`src/rtl/hazard_control_unit.sv`:
```
// Pipeline sequencing controller: load-use stalls, taken-branch flushes, data-memory waits.
// Optional HAZARD_PERF_CNT_EN adds saturating stall/flush cycle counters.
module hazard_control_unit #(
  parameter int FLUSH_CYCLES = 1,
  parameter int MEM_TIMEOUT  = 255
) (
  input  logic        clk,
  input  logic        arst_n,
  input  logic [4:0]  id_rs1,
  input  logic [4:0]  id_rs2,
  input  logic        id_uses_rs2,
  input  logic [4:0]  idex_rd,
  input  logic        idex_mem_read,
  input  logic        branch_taken_ex,
  input  logic        mem_req,
  input  logic        mem_ready,
  output logic        pc_write,
  output logic        ifid_write,
  output logic        ifid_flush,
  output logic        idex_bubble,
  output logic        pipe_hold,
`ifdef HAZARD_PERF_CNT_EN
  output logic [31:0] perf_stall_cycles,
  output logic [31:0] perf_flush_cycles,
`endif
  output logic        mem_timeout
);

  typedef enum logic [1:0] {RUN, FLUSH, MEM_WAIT} state_e;

  typedef struct packed {
    logic pc_write;
    logic ifid_write;
    logic ifid_flush;
    logic idex_bubble;
    logic pipe_hold;
    logic mem_timeout;
  } ctl_t;

  localparam logic [1:0] FLUSH_INIT = 2'(FLUSH_CYCLES - 1);
  localparam logic [7:0] WAIT_MAX   = 8'(MEM_TIMEOUT);
  localparam ctl_t CTL_DEF  = '{pc_write: 1'b1, ifid_write: 1'b1, default: 1'b0};
  localparam ctl_t CTL_HOLD = '{pipe_hold: 1'b1, default: 1'b0};
  localparam ctl_t CTL_FLSH = '{pc_write: 1'b1, ifid_write: 1'b1, ifid_flush: 1'b1,
                                idex_bubble: 1'b1, default: 1'b0};
  localparam ctl_t CTL_LU   = '{idex_bubble: 1'b1, default: 1'b0};

  state_e     state_q, state_d;
  logic [1:0] flush_cnt_q, flush_cnt_d;
  logic [7:0] wait_cnt_q, wait_cnt_d;
  logic       ret_flush_q, ret_flush_d;
  logic       lu, ms;
  ctl_t       ctl;

  always_comb begin
    lu = idex_mem_read && (idex_rd != 5'd0) &&
         ((idex_rd == id_rs1) || (id_uses_rs2 && (idex_rd == id_rs2)));
    ms = mem_req && !mem_ready;
    state_d     = state_q;
    flush_cnt_d = flush_cnt_q;
    wait_cnt_d  = wait_cnt_q;
    ret_flush_d = ret_flush_q;
    ctl         = CTL_DEF;
    case (state_q)
      RUN: begin
        if (ms) begin
          ctl        = CTL_HOLD;
          state_d    = MEM_WAIT;
          wait_cnt_d = 8'd1;
        end else if (branch_taken_ex) begin
          ctl = CTL_FLSH;
          if (FLUSH_CYCLES > 1) begin
            state_d     = FLUSH;
            flush_cnt_d = FLUSH_INIT;
          end
        end else if (lu) begin
          ctl = CTL_LU;
        end
      end
      FLUSH: begin
        // A memory stall freezes the flush; flush_cnt resumes after the wait.
        if (ms) begin
          ctl         = CTL_HOLD;
          state_d     = MEM_WAIT;
          wait_cnt_d  = 8'd1;
          ret_flush_d = 1'b1;
        end else begin
          ctl = CTL_FLSH;
          if (flush_cnt_q <= 2'd1) begin
            state_d     = RUN;
            flush_cnt_d = 2'd0;
          end else begin
            flush_cnt_d = flush_cnt_q - 2'd1;
          end
        end
      end
      MEM_WAIT: begin
        ctl = CTL_HOLD;
        if (mem_ready || (wait_cnt_q >= WAIT_MAX)) begin
          ctl.mem_timeout = !mem_ready;
          state_d         = ret_flush_q ? FLUSH : RUN;
          ret_flush_d     = 1'b0;
          wait_cnt_d      = 8'd0;
        end else begin
          wait_cnt_d = wait_cnt_q + 8'd1;
        end
      end
      default: state_d = RUN;
    endcase
  end

  always_ff @(posedge clk or negedge arst_n) begin
    if (!arst_n) begin
      state_q     <= RUN;
      flush_cnt_q <= 2'd0;
      wait_cnt_q  <= 8'd0;
      ret_flush_q <= 1'b0;
    end else begin
      state_q     <= state_d;
      flush_cnt_q <= flush_cnt_d;
      wait_cnt_q  <= wait_cnt_d;
      ret_flush_q <= ret_flush_d;
    end
  end

  // Outputs are gated low for the whole time reset is asserted.
  assign pc_write    = arst_n & ctl.pc_write;
  assign ifid_write  = arst_n & ctl.ifid_write;
  assign ifid_flush  = arst_n & ctl.ifid_flush;
  assign idex_bubble = arst_n & ctl.idex_bubble;
  assign pipe_hold   = arst_n & ctl.pipe_hold;
  assign mem_timeout = arst_n & ctl.mem_timeout;

`ifdef HAZARD_PERF_CNT_EN
  logic [31:0] perf_stall_q, perf_stall_d, perf_flush_q, perf_flush_d;

  always_comb begin
    perf_stall_d = perf_stall_q;
    perf_flush_d = perf_flush_q;
    if (!pc_write && (perf_stall_q != 32'hFFFF_FFFF)) perf_stall_d = perf_stall_q + 32'd1;
    if (ifid_flush && (perf_flush_q != 32'hFFFF_FFFF)) perf_flush_d = perf_flush_q + 32'd1;
  end

  always_ff @(posedge clk or negedge arst_n) begin
    if (!arst_n) begin
      perf_stall_q <= 32'd0;
      perf_flush_q <= 32'd0;
    end else begin
      perf_stall_q <= perf_stall_d;
      perf_flush_q <= perf_flush_d;
    end
  end

  assign perf_stall_cycles = perf_stall_q;
  assign perf_flush_cycles = perf_flush_q;
`endif

endmodule

```
`config.mk`:
```
export PLATFORM = sky130hd
export DESIGN_NAME = hazard_control_unit
export DESIGN_NICKNAME = d
export VERILOG_FILES = /design/src/rtl/hazard_control_unit.sv
export SDC_FILE = /design/constraint.sdc
export NUM_CORES = 1
export LEC_CHECK = 0
export BUFFER_PORTS_ARGS = -buffer_cell sky130_fd_sc_hd__buf_2
export CAP_MARGIN = 20
export CORE_UTILIZATION = 44
export DETAILED_ROUTE_END_ITERATION = 10
export GPL_TIMING_DRIVEN = 0
export HOLD_SLACK_MARGIN = 0.06
export PLACE_DENSITY = 0.75
export SLEW_MARGIN = 10
export SYNTH_ARGS = -nofsm -noshare
export SYNTH_HDL_FRONTEND = slang
export SYNTH_SLANG_ARGS = --single-unit
```
`constraint.sdc`:
```
create_clock -name clk -period 1.8 [get_ports clk]
set_clock_uncertainty 0.2 [all_clocks]
set_input_delay 0.36 -clock clk [delete_from_list [all_inputs] [get_ports clk]]
set_output_delay 0.36 -clock clk [all_outputs]
set_load 0.1 [all_outputs]
```
==> reports/qor.yml <==
outcome: "complete, but fails checks"
violations: "negative setup slack"
timing.slew.headroom: 0.6157
ff2ff_path_depth: 7
syn-num-nets: 117
power_density_mw_per_mm2: 644.2
ioPinCount: 28
peakVddDrop_v: 0.0006271
tightest_slew_ns: 0.5746
synth_xor_area_frac: 0.1009
setup_slack_ns: -0.4860
syn_area_um2: 868.3
synth_cell_type_count: 35
cpLargestDelayFamily: "compound AO/OA/AOI/OAI gates"
fin_cells: 167
synthAdderAreaFrac: 0.01441
routed_wl_mm: 2.967
diodes: 0
vias_per_cell: 5.557
ys_top_cells_by_area: "dfrtp_1 (37%), xor2_1 (9.1%), o21ai_0 (6.3%)"
die_h_um: 46.43
critical_path_depth: 7
cts.clk_slew.worst_paths_ns: 0.08
antenna_found_initial: 0
grt_max_degree: 14
synth_top_family_by_area: "simple AND/OR/NAND/NOR gates"
nets: 166
finalPower_uw: 970.5
design_area_mm2: 0.001506
core_area_mm2: 0.001783
drive_gt1_frac: 0.5282
path_class: "in2out"
yosysWarnings: 0
maxSlewViolCount: 0
synthSimpleGateAreaFrac: 0.2493
setup_violations: 6
syn_to_final_growth_pct: 73.49
gp_congestion: 0.8102
power.share.clock: 0.203
hpwl_mm: 1.473
busiest_layer: "met2"
switching_share: 0.3873
dieArea_mm2: 0.002155
crit_path_frequent_cell: "buf_12"
die_w_um: 46.43
routedWlPerCell_um: 17.77
required_ns: 1.24
use_met1: 0.3108
synth_compound_area_frac: 0.2133
fin_crit_sh: 1.270
placed_cell_area_mm2: 0.001137
power_frac_seq: 0.341
synth-seq-area-share: 0.3746
cellLeakagePower_uw: 0.0006616
period_minus_slack_ns: 2.286
synth_largest_area_cell: "dfrtp_1"
fillCellCount: 87
grt_overflow: 0
rows: 15
clock_latency_ns: 0.30
switchingPower_uw: 375.9
start_kind: "primary input"
cts_sinks: 13
cts_max_level: 1
min_path_type: "in2reg"
syn_area_per_cell_um2: 9.238
max_stage_delay_ns: 0.35
numCtsBuffers: 3
synth.area.mux_share: 0.01297
io_buffers: 27
start_util: 0.4870
comb_power_share: 0.456
ctsLongestPathBuffers: 2
min_path_cells: 3
cts_root_buf: "clkbuf_4"
critPathCaptureType: "output port"
arrival_ns: 1.73
use_met3: 0.05490
rsz0062_at_grt: "true"
vias: 928
crit_path_top_delay_cell: "o311a_4"
dr.pass1.iters: 4
synth-seq-cells: 13
track_usage: 0.2986
dp_cells: 146
met2_usage: 0.5583
cts_tree: "yes"
path_buf_inv: 3
crit_chain: "buf_6 -> xor2_2 -> nor4_4 -> a32oi_2 -> o311a_4 -> buf_12 -> buf_12"
grt_pass1_vias: 950
hold-worst-slack_ns: 0.3357
critPathMaxFanout: 2
drv_cap: 0
drc_errors: 0
syn_inst: 94
yosysTopAreaCellShare: 0.3746
hold_viol_final: 0
drt_iter0_markers: 29
grt_pass1_wl_mm: 4.298
reg2reg_setup_slack_ns: 0.06
antenna_left: 0
fmax_mhz: 437.4
intPower_uw: 594.6
## cell usage after synthesis
library cell / count
a41o_1: 1
or3b_1: 1
nor3b_2: 1
or2_2: 1
a31oi_1: 2
o21a_1: 1
xor2_1: 9
o31ai_1: 2
dfrtp_1: 13
o21ai_0: 11
o21ai_2: 1
nor4_1: 1
and3_1: 4
o21bai_1: 2
nand2_1: 6
a21oi_2: 1
nor3b_4: 1
ha_1: 1
buf_4: 2
nor4_2: 1
a21o_1: 1
nand4_1: 2
a32oi_1: 1
or4_1: 1
nor3_1: 1
o2bb2ai_1: 2
nor2b_1: 3
o311a_1: 1
xnor2_1: 1
nor2_1: 6
inv_1: 4
nand2b_1: 2
nand3_1: 5
mux2_2: 1
o31a_1: 1
## metrics by stage
stage                     TNS [ns]    util  worst slack [ns]
final                       -1.999  0.8449           -0.4860
after CTS                   -1.845  0.8077           -0.4972
after detailed placement    -2.826  0.6379           -0.7563
after floorplan             -1.457       -           -0.6101
after global routing        -2.241  0.8449           -0.5182
after global placement      -2.679  0.6379           -0.7343
## cell families after synthesis
kind of cell | count (synthesis)
AND/OR/NAND/NOR | 36
AO/OA/AOI/OAI | 27
flip-flops | 13
XOR/XNOR | 10
buffers and inverters | 6
multiplexers | 1
adder cells (fa/ha/maj) | 1
## power groups by stage
stage | sequential, µW | combinational [µW] | clock, µW
finish | 331 | 443 | 197
global route | 330 | 464 | 204
CTS | 327 | 396 | 183
detailed placement | 330 | 288 | 0
global placement | 329 | 279 | 0
floorplan | 327 | 217 | 0
## layout make-up
| type | instances | area [µm²] | area share |
|---|---|---|---|
| sequential | 13 | 327.8 | 0.2176 |
| buffer | 2 | 31.28 | 0.02076 |
| tap | 25 | 31.28 | 0.02076 |
| multi-input combinational | 75 | 691.9 | 0.4593 |
| clock buffer | 4 | 26.28 | 0.01744 |
| timing repair buffer | 44 | 379.1 | 0.2517 |
| inverter | 4 | 18.77 | 0.01246 |
## flip-flops by register name, summed over array words and instances (netlist names)
signal	cells
state_q	2
flush_cnt_q	2
ret_flush_q	1
wait_cnt_q	8
## layer usage
metal / vias up / wire length [µm] / share of wire
met5: - / 0 / 0
met4: 0 / 48 / 0.016
met3: 5 / 164 / 0.055
met2: 42 / 1674 / 0.56
met1: 441 / 1080 / 0.36
li1: 440 / - / -
## path summary, 6_finish.rpt
check | start | endpoint
worst min register to register | flush_cnt_q[1] | flush_cnt_q[1]
worst max-delay path | id_rs2[0] | pc_write
min in group asynchronous | arst_n | wait_cnt_q[3]
max in group asynchronous | arst_n | state_q[0]
worst min-delay path | mem_ready | ret_flush_q
worst max register to register | state_q[1] | wait_cnt_q[2]
## worst register-to-register path: cells and delay by family (launching register included)
family / cells / cell delay [ns]
compound gates: 2 / 0.15
buf+inv: 3 / 0.38
flops: 1 / 0.37
simple gates: 2 / 0.56
## placed cells by master (no fill, tap or decap), types with 3 or more instances in the layout
cell type and instances:
and3_1 3, buf_12 6, buf_2 17, buf_4 14, buf_6 8, clkbuf_4 3
dfrtp_1 11, inv_1 3, nand2_1 6, nand3_1 3, nor2_1 4, o21ai_0 9
xor2_1 7
## repair_timing
item	4_1_cts	5_1_grt
pin swaps	13	4
setup endpoints to repair	6	11
gates resized for setup	38	10
cloned	0	0
buffers inserted	14	2
hold endpoints to repair	13	0
hold buffers	1	0
Power figures use the tool's default switching activity.
